File: config.mk
export PLATFORM = sky130hd
export DESIGN_NAME = saturn_serial_tx
export DESIGN_NICKNAME = d
export VERILOG_FILES = /design/src/rtl/saturn_serial_tx.sv
export SDC_FILE = /design/constraint.sdc
export NUM_CORES = 1
export LEC_CHECK = 0
export ABC_AREA = 1
export BUFFER_PORTS_ARGS = -buffer_cell sky130_fd_sc_hd__clkbuf_2
export CORE_ASPECT_RATIO = 0.8
export CORE_MARGIN = 4
export CORE_UTILIZATION = 45
export CTS_CLUSTER_DIAMETER = 50
export DETAILED_ROUTE_END_ITERATION = 7
export MAX_ROUTING_LAYER = met4
export PLACE_DENSITY = 0.73
export SLEW_MARGIN = 20
export SYNTH_ARGS = -nofsm -noshare
export SYNTH_HDL_FRONTEND = slang
export SYNTH_SLANG_ARGS = --single-unit
export TNS_END_PERCENT = 50
File: constraint.sdc
create_clock -name i_clk -period 2.6 [get_ports i_clk]
set_clock_uncertainty 0.2 [all_clocks]
set_input_delay 0.52 -clock i_clk [delete_from_list [all_inputs] [get_ports i_clk]]
set_output_delay 0.52 -clock i_clk [all_outputs]
set_load 0.05 [all_outputs]
File: src/rtl/saturn_serial_tx.sv
// saturn_serial_tx -- debug-serial UART 8N1 transmitter.
//
// Takes the character stream from the bus controller's debug outputs and
// queues it in a small FIFO. Characters leave LSB first on o_tx, framed as
// start(0) + 8 data bits + stop(1), each bit lasting BAUD_DIV clocks.
// When another byte is queued at the end of a stop bit, its start bit follows
// with no idle gap. The block runs on the raw clock.
//
// Parameters:
//   BAUD_DIV  clocks per serial bit (>= 2)
//   FIFO_AW   FIFO address width; depth = 2**FIFO_AW
//
// Ports:
//   i_clk, i_reset_n    clock, asynchronous active-low reset
//   i_char_to_send      byte to queue
//   i_char_valid        i_char_to_send is valid
//   i_char_send         single-cycle write strobe
//   o_serial_busy       FIFO full; writes are dropped while high
//   o_tx                UART line, idle high
//   o_fifo_level        bytes stored in the FIFO (not the one in the shifter)
//   o_idle              FIFO empty and transmitter idle
//
// Optional feature macro: SATURN_SERIAL_TX_CRLF_EN
//   When defined, each LF (0x0A) is sent as CR (0x0D) followed by LF.
//   The CR is generated on the fly and never occupies a FIFO slot.

module saturn_serial_tx #(
  parameter int BAUD_DIV = 104,
  parameter int FIFO_AW  = 4
) (
  input  logic               i_clk,
  input  logic               i_reset_n,
  input  logic [7:0]         i_char_to_send,
  input  logic               i_char_valid,
  input  logic               i_char_send,
  output logic               o_serial_busy,
  output logic               o_tx,
  output logic [FIFO_AW:0]   o_fifo_level,
  output logic               o_idle
);

  localparam int DEPTH = 1 << FIFO_AW;
  localparam int CW    = $clog2(BAUD_DIV);

  typedef enum logic [1:0] {S_IDLE, S_START, S_DATA, S_STOP} state_e;

  state_e             state_q, state_d;
  logic [CW-1:0]      cnt_q, cnt_d;
  logic [2:0]         bit_q, bit_d;
  logic [7:0]         shift_q, shift_d;
  logic               tx_q, tx_d;
  logic [FIFO_AW:0]   wr_ptr_q, wr_ptr_d;
  logic [FIFO_AW:0]   rd_ptr_q, rd_ptr_d;
  logic               busy_q, busy_d;
  logic [7:0]         mem [DEPTH];

  logic               empty;
  logic               wr_en;
  logic               baud_end;
  logic               load;
  logic               pop;
  logic [7:0]         head;
  logic [7:0]         load_byte;

  assign empty    = (wr_ptr_q == rd_ptr_q);
  assign wr_en    = i_char_send && i_char_valid && !busy_q;
  assign baud_end = (cnt_q == CW'(BAUD_DIV - 1));
  assign head     = mem[rd_ptr_q[FIFO_AW-1:0]];

  // A new byte enters the shifter either from IDLE or straight out of the
  // stop bit, which is what makes back-to-back frames gapless.
  assign load = !empty && ((state_q == S_IDLE) ||
                           (state_q == S_STOP && baud_end));

`ifdef SATURN_SERIAL_TX_CRLF_EN
  logic cr_done_q;
  logic ins_cr;

  // An LF at the head is first sent as CR while it stays in the FIFO; the
  // following load pops the LF itself.
  assign ins_cr    = load && (head == 8'h0A) && !cr_done_q;
  assign pop       = load && !ins_cr;
  assign load_byte = ins_cr ? 8'h0D : head;

  always_ff @(posedge i_clk or negedge i_reset_n) begin
    if (!i_reset_n)  cr_done_q <= 1'b0;
    else if (ins_cr) cr_done_q <= 1'b1;
    else if (pop)    cr_done_q <= 1'b0;
  end
`else
  assign pop       = load;
  assign load_byte = head;
`endif

  // FIFO pointers carry one extra wrap bit; full is "same slot, other lap".
  assign wr_ptr_d = wr_ptr_q + {{FIFO_AW{1'b0}}, wr_en};
  assign rd_ptr_d = rd_ptr_q + {{FIFO_AW{1'b0}}, pop};
  assign busy_d   = (wr_ptr_d[FIFO_AW] != rd_ptr_d[FIFO_AW]) &&
                    (wr_ptr_d[FIFO_AW-1:0] == rd_ptr_d[FIFO_AW-1:0]);

  always_ff @(posedge i_clk) begin
    if (wr_en) mem[wr_ptr_q[FIFO_AW-1:0]] <= i_char_to_send;
  end

  // State register and datapath registers
  always_ff @(posedge i_clk or negedge i_reset_n) begin
    if (!i_reset_n) begin
      state_q  <= S_IDLE;
      cnt_q    <= '0;
      bit_q    <= '0;
      shift_q  <= '0;
      tx_q     <= 1'b1;
      wr_ptr_q <= '0;
      rd_ptr_q <= '0;
      busy_q   <= 1'b0;
    end else begin
      state_q  <= state_d;
      cnt_q    <= cnt_d;
      bit_q    <= bit_d;
      shift_q  <= shift_d;
      tx_q     <= tx_d;
      wr_ptr_q <= wr_ptr_d;
      rd_ptr_q <= rd_ptr_d;
      busy_q   <= busy_d;
    end
  end

  // Next-state logic
  always_comb begin
    state_d = state_q;
    case (state_q)
      S_IDLE:  if (load) state_d = S_START;
      S_START: if (baud_end) state_d = S_DATA;
      S_DATA:  if (baud_end && bit_q == 3'd7) state_d = S_STOP;
      S_STOP:  if (baud_end) state_d = load ? S_START : S_IDLE;
      default: state_d = S_IDLE;
    endcase
  end

  // Output / datapath logic; o_tx is registered so each line level is set on
  // the edge that enters the bit it belongs to.
  always_comb begin
    cnt_d   = cnt_q + 1'b1;
    bit_d   = bit_q;
    shift_d = shift_q;
    tx_d    = tx_q;
    case (state_q)
      S_IDLE: begin
        cnt_d = '0;
        tx_d  = 1'b1;
        if (load) begin
          shift_d = load_byte;
          tx_d    = 1'b0;
        end
      end
      S_START: begin
        if (baud_end) begin
          cnt_d = '0;
          bit_d = 3'd0;
          tx_d  = shift_q[0];
        end
      end
      S_DATA: begin
        if (baud_end) begin
          cnt_d = '0;
          if (bit_q == 3'd7) begin
            tx_d = 1'b1;
          end else begin
            bit_d   = bit_q + 3'd1;
            shift_d = shift_q >> 1;
            tx_d    = shift_q[1];
          end
        end
      end
      S_STOP: begin
        if (baud_end) begin
          cnt_d = '0;
          if (load) begin
            shift_d = load_byte;
            tx_d    = 1'b0;
          end else begin
            tx_d = 1'b1;
          end
        end
      end
      default: begin
        cnt_d = '0;
        tx_d  = 1'b1;
      end
    endcase
  end

  assign o_tx          = tx_q;
  assign o_serial_busy = busy_q;
  assign o_fifo_level  = wr_ptr_q - rd_ptr_q;
  assign o_idle        = (state_q == S_IDLE) && empty;

endmodule

==> results.txt, run 1 <==
Setup CP Type: reg2out
Ant. Diodes: 0
pin count of the biggest net entering global routing: 51
global-route usage over all layers: 0.199
via count of the routed design: 4773
Syn Inst Count: 645
I/O pins: 20
starting density of the core: 0.462
DP HPWL: 10400 um
H-tree depth: 4
routing usage on met1: 0.267
fmax: 368 MHz
Placed Instances: 883
Clock Latency Late Sink: 0.42 ns
routability congestion estimate: 0.856
EDFF count, synth: 128
Critical Path RT: 1.88 ns
Routed WL: 16100 um
CP Launch Type: flip-flop
Filler cells: 1258
Netlist Area Pre-Place: 0.00698 mm^2
chip height: 119 um
flops & latches, synth: 160
met2 usage: 0.301
Max Root-Sink Buffers: 2
Place WS: 0.0430 ns
residual DRC count: 0
Reg area: 0.00465 mm^2
register area share after synthesis: 0.666
critical path capture point type: output port
CP peak stage delay: 0.39 ns
row count: 40
layer with the highest usage: met2
Pre-antenna DRT Iters: 5
worst-path cell chain: inv_2 -> ha_4 -> fa_2 -> o21ai_2 -> buf_6 -> xor2_4 -> buf_12
fin worst setup slack: -0.120 ns
CTS Buf Count: 17
Critical Path AT: 2.00 ns
max-cap violation count: 0
Avg Vias per Cell: 5.20
NumNets Final: 723
failing checks: setup timing
critical path peak fanout: 3
leading post-synthesis cells by cell area: edfxtp_1 55%, dfrtp_1 11%, nand2_1 8.3%, nor2_1 5.7%, nand3_1 3.7%
Die Area: 0.0176 mm^2
Iter 0 DRT Violations: 526
CTS tree: done
leading area contributor after synthesis: edfxtp_1
minimum clock period: 2.72 ns
worst r2r src: rd_ptr_q[3]
initial antenna violation count: 0
Core Area: 0.0151 mm^2
Worst R2R Setup Slack: 0.07 ns
Final Hold Viols: 0
Avg Inst Size Synth: 10.8 um^2
status: finished with violations
setup violators final: 4
HP Class: in2async
main flop type after synthesis: edfxtp_1
grt total ovfl: 0
slowest CP cell: dfrtp_1
R2R cell count: 14
RSZ-0062 raised after global routing: true
Post-synth top cells: 155 x nand2_1, 128 x edfxtp_1, 106 x nor2_1, 52 x nand3_1, 31 x dfrtp_1
fin crit share: 1.05
most frequent cell after synthesis: nand2_1
wire per inst: 17.5 um
Reg clk slew, reported paths: 0.06 ns
Chip Width: 147 um
post-route ant nets: 0
Synth top area share: 0.551
Max rail drop VDD: 0.00107 V
Leakage: 3.32 nW
syn nets: 673
Synth async-reset ratio: 0.200
Worst Tran Pin Value: 0.865 ns
M3 GR Usage: 0.0517
share of layout cells above drive strength 1: 0.161
area of the multi-input gates: 0.00216 mm^2
CTS Root Cell: clkbuf_16
Area Overhead vs Synth: 18.6%
# hold bufs at CTS: 0
max_slew headroom: 0.424
Port Buf Inserts: 19
vias in the first global route: 4812
Unique masters post-synth: 33
Final Max Tran Viols: 0
first-pass GRT wire length: 26000 um
r2r endpoint: o_serial_busy
Synthesis Warnings: 0
CTS Sinks: 160
fin cells: 918
Power Density: 858 mW/mm^2
-- worst max-delay path: cells and delay by family, from the launching register on --
family / cells / cell delay [ns]
DFF: 1 / 0.39
xor gates and xnor gates: 1 / 0.17
AOI/OAI and AO/OA: 1 / 0.14
adders and majority gates: 2 / 0.52
buffers and inverters: 3 / 0.36
-- layer usage --
layer / vias to the layer above / share of wire
met5: - / 0
met1: 2297 / 0.43
met3: 26 / 0.073
met4: 0 / 0.017
li1: 2285 / -
met2: 165 / 0.48
-- flip-flops by register name, indices dropped and copies added, names as in the netlist --
register	flops
bit_q	3
o_serial_busy	1
cnt_q	7
o_tx	1
wr_ptr_q	5
shift_q	8
mem	128
state_q	2
rd_ptr_q	5
-- cells in the final DEF, fill, tap and decap left out, types with 2 or more instances in the layout --
| cell | count |
|---|---|
| nor2_2 | 4 |
| dfrtp_2 | 4 |
| o21ai_0 | 22 |
| o211ai_1 | 8 |
| nor2_1 | 104 |
| edfxtp_1 | 128 |
| bufinv_16 | 6 |
| inv_2 | 6 |
| nand2_2 | 4 |
| clkbuf_2 | 15 |
| nor2_4 | 2 |
| nand2_1 | 155 |
| clkinv_1 | 6 |
| buf_4 | 33 |
| clkbuf_16 | 17 |
| o21ai_1 | 13 |
| nand2_4 | 2 |
| xor2_1 | 8 |
| a21oi_1 | 23 |
| xor2_2 | 2 |
| nand3_1 | 52 |
| buf_12 | 4 |
| dfrtp_1 | 27 |
| inv_1 | 24 |
| xnor2_1 | 4 |
| ha_1 | 14 |
-- through the flow --
stage / instance area, um^2 / total power, mW / TNS [ns] / util / hold slack [ns]
2_1_floorplan: 6990 / 3.73 / -0.0249 / - / 0.0244
3_3_place_gp: 7520 / 4.20 / 0 / 0.498 / 0.244
3_5_place_dp: 7520 / 4.23 / 0 / 0.498 / 0.267
4_1_cts: 8240 / 7.05 / -0.241 / 0.545 / 0.00883
5_1_grt: 8270 / 7.36 / -0.637 / 0.547 / 0.0487
6_report: 8270 / 7.10 / -0.192 / 0.547 / 0.00476
-- cell families (layout without fill, tap and decap cells) --
group | count (synthesis) | count (layout) | synth area share
AOI/OAI and AO/OA | 71 | 71 | 0.0551
xor gates and xnor gates | 16 | 16 | 0.0201
adders and majority gates | 16 | 16 | 0.0298
buffers and inverters | 55 | 118 | 0.0361
DFF | 160 | 160 | 0.666
and+or+nand+nor | 327 | 327 | 0.193
-- where the power goes --
| part | total [mW] | switching, mW | internal [mW] |
|---|---|---|---|
| Clock | 2.73 | 0.954 | 1.78 |
| Combinational | 1.38 | 0.863 | 0.518 |
| Sequential | 2.99 | 0.0610 | 2.92 |
| Total | 7.10 | 1.88 | 5.22 |
-- final cells by class --
| type | instances | share of cell area |
|---|---|---|
| flip-flops and latches | 160 | 0.562 |
| multi-input cells | 430 | 0.261 |
| clock buffers | 18 | 0.0519 |
| repair buffers | 54 | 0.0517 |
| well taps | 210 | 0.0318 |
| clock inverters | 14 | 0.0265 |
| inverters | 32 | 0.0150 |
-- worst max-delay path by stage --
| stage | startpoint | endpoint | slack, ns |
|---|---|---|---|
| 3_3_place_gp | wr_ptr_q[0] | o_fifo_level[4] | 0.15 |
| 3_5_place_dp | cnt_q[0] | o_serial_busy | 0.04 |
| 5_1_grt | wr_ptr_q[0] | o_fifo_level[4] | -0.18 |
| 6_report | wr_ptr_q[0] | o_fifo_level[4] | -0.12 |
| 4_1_cts | rd_ptr_q[0] | o_fifo_level[4] | -0.14 |
| 2_1_floorplan | rd_ptr_q[2] | o_serial_busy | -0.02 |
-- what timing repair did --
item,in CTS,in global routing
buffers inserted,1,2
endpoints found under the setup margin,5,6
resized for setup,17,5
pin swaps,3,1
Note: power is estimated with default switching activity, not from simulation.
==> inputs of run 2 (changes only) <==
--- a/config.mk
+++ b/config.mk
@@ -9,11 +9,11 @@
 export BUFFER_PORTS_ARGS = -buffer_cell sky130_fd_sc_hd__clkbuf_2
 export CORE_ASPECT_RATIO = 0.8
 export CORE_MARGIN = 4
-export CORE_UTILIZATION = 45
+export CORE_UTILIZATION = 30
 export CTS_CLUSTER_DIAMETER = 50
 export DETAILED_ROUTE_END_ITERATION = 7
 export MAX_ROUTING_LAYER = met4
-export PLACE_DENSITY = 0.73
+export PLACE_DENSITY = 0.56
 export SLEW_MARGIN = 20
 export SYNTH_ARGS = -nofsm -noshare
 export SYNTH_HDL_FRONTEND = slang
==> results.txt, run 2 (synthesized netlist as in run 1, its figures left out) <==
status: finished with violations
failing checks: setup timing
HP Class: reg2reg
chip height: 144 um (+21%)
CTS Sinks: 160 (unchanged)
Filler cells: 2224 (+77%)
CTS Buf Count: 17 (unchanged)
minimum clock period: 2.62 ns (-0.101 ns)
fin worst setup slack: -0.0194 ns (+0.101 ns)
CTS tree: done
critical path peak fanout: 2 (-1)
H-tree depth: 4 (unchanged)
worst-path cell chain: ha_4 -> fa_2 -> o21ai_2 -> xor2_2 -> buf_8
Place WS: 0.0509 ns (+0.00786 ns)
Area Overhead vs Synth: 20.3%
Clock Latency Late Sink: 0.43 ns (about the same)
fin crit share: 1.01 (-0.0389)
RSZ-0062 raised after global routing: true
share of layout cells above drive strength 1: 0.186 (+0.0247)
residual DRC count: 0 (unchanged)
slowest CP cell: dfrtp_2
max reg flops: 128 (unchanged)
routability congestion estimate: 0.805 (-5.9%)
DP HPWL: 10400 um (+0.48%)
Iter 0 DRT Violations: 334 (-37%)
setup violators final: 1 (-3)
Chip Width: 178 um (+21%)
post-route ant nets: 0 (unchanged)
CP Launch Type: flip-flop
Core Area: 0.0227 mm^2 (+50%)
wire per inst: 16.0 um (-8.9%)
Setup CP Type: reg2out
vias in the first global route: 4578 (-4.9%)
CTS Root Cell: clkbuf_16
Power Density: 795 mW/mm^2 (-7.4%)
Routed WL: 16300 um (+1.5%)
row count: 49 (+23%)
critical path capture point type: output port
Worst Tran Pin Value: 0.585 ns (-0.280 ns)
pin count of the biggest net entering global routing: 53 (+3.9%)
Max Root-Sink Buffers: 2 (unchanged)
initial antenna violation count: 0 (unchanged)
grt total ovfl: 0 (unchanged)
most frequent cells in the layout: 155 x nand2_1, 128 x edfxtp_1, 104 x nor2_1
Max rail drop VDD: 0.000432 V (-60%)
post-route cell area: 0.00839 mm^2 (+1.4%)
max_slew headroom: 0.610 (+0.187)
Leakage: 3.32 nW (-0.21%)
fmax: 382 MHz (+3.9%)
Critical Path RT: 1.88 ns (about the same)
via count of the routed design: 4645 (-2.7%)
Port Buf Inserts: 19 (unchanged)
Avg Vias per Cell: 4.55 (-13%)
placed cell area: 0.00766 mm^2 (+1.9%)
Final Max Tran Viols: 0 (unchanged)
global-route usage over all layers: 0.138 (-0.0608)
Critical Path AT: 1.90 ns (-0.10 ns)
starting density of the core: 0.308 (-0.154)
Final Hold Viols: 0 (unchanged)
post-layout util: 0.370 (-0.178)
NumNets Final: 731 (+1.1%)
Pre-antenna DRT Iters: 5 (unchanged)
CP peak stage delay: 0.43 ns (+0.04 ns)
first-pass GRT wire length: 25900 um (-0.48%)
commonest non-fill, non-tap cell in the layout: nand2_1
Reg clk slew, reported paths: 0.06 ns (about the same)
I/O pins: 20 (unchanged)
Ant. Diodes: 0 (unchanged)
Die Area: 0.0258 mm^2 (+47%)
max-cap violation count: 0 (unchanged)
[run 2: power breakdown]
group,internal (mW),switching [mW]
clock,1.34,1.05
combinational,0.494,0.815
sequential,2.92,0.0556
[run 2: final timing paths]
| check | from | endpoint | slack, ns | cells after the start |
|---|---|---|---|---|
| setup reg to reg | state_q[0] | o_serial_busy | 0.14 | 12 |
| max in group asynchronous | i_reset_n | shift_q[6] | 1.20 | 3 |
| min in group asynchronous | i_reset_n | state_q[1] | 0.41 | 2 |
| hold reg to reg | cnt_q[0] | cnt_q[0] | 0.26 | 1 |
| hold / removal | cnt_q[0] | cnt_q[0] | 0.26 | 1 |
| setup / recovery | rd_ptr_q[0] | o_fifo_level[4] | -0.02 | 5 |
[run 2: layer usage]
| metal | vias to the layer above | global-route usage | share of wire |
|---|---|---|---|
| met5 | - | - | 0 |
| met1 | 2251 | 0.199 | 0.50 |
| li1 | 2303 | - | - |
| met2 | 82 | 0.200 | 0.45 |
| met3 | 9 | 0.0314 | 0.041 |
| met4 | 0 | 0.0266 | 0.0054 |
[run 2: timing repair]
item,4_1_cts,5_1_grt
setup endpoints to repair,4,6
buffers inserted,1,4
endpoints found under the hold margin,20,0
hold buffers,1,0
gates resized for setup,15,16
gates cloned,0,0
pin swaps,5,5
[run 2: worst max-delay path: cells and delay by family, from the launching register on]
| family | cells | cell delay, ns |
|---|---|---|
| fa+ha+maj | 2 | 0.53 |
| xor+xnor | 1 | 0.18 |
| compound gates | 1 | 0.18 |
| flops | 1 | 0.43 |
| buf+inv | 1 | 0.16 |
[run 2: cell type report]
type                            instances  area, um^2  share of cell area
Clock inverter                         13         129              0.0154
Sequential cell                       160        4650               0.554
Multi-Input combinational cell        430        2190               0.261
Inverter                               32         128              0.0152
Tap cell                              306         383              0.0456
Timing Repair Buffer                   62         475              0.0567
Clock buffer                           19         433              0.0516
[run 2: metrics by stage]
step	cells	hold WS (ns)	setup TNS, ns	power, mW
after floorplan	645	0.0244	-0.0249	3.73
final	1022	0.262	-0.0194	6.67
after global placement	984	0.248	0	4.16
after global routing	1022	0.295	-0.242	6.96
after detailed placement	984	0.256	0	4.17
after CTS	1018	0.264	-0.0914	6.66
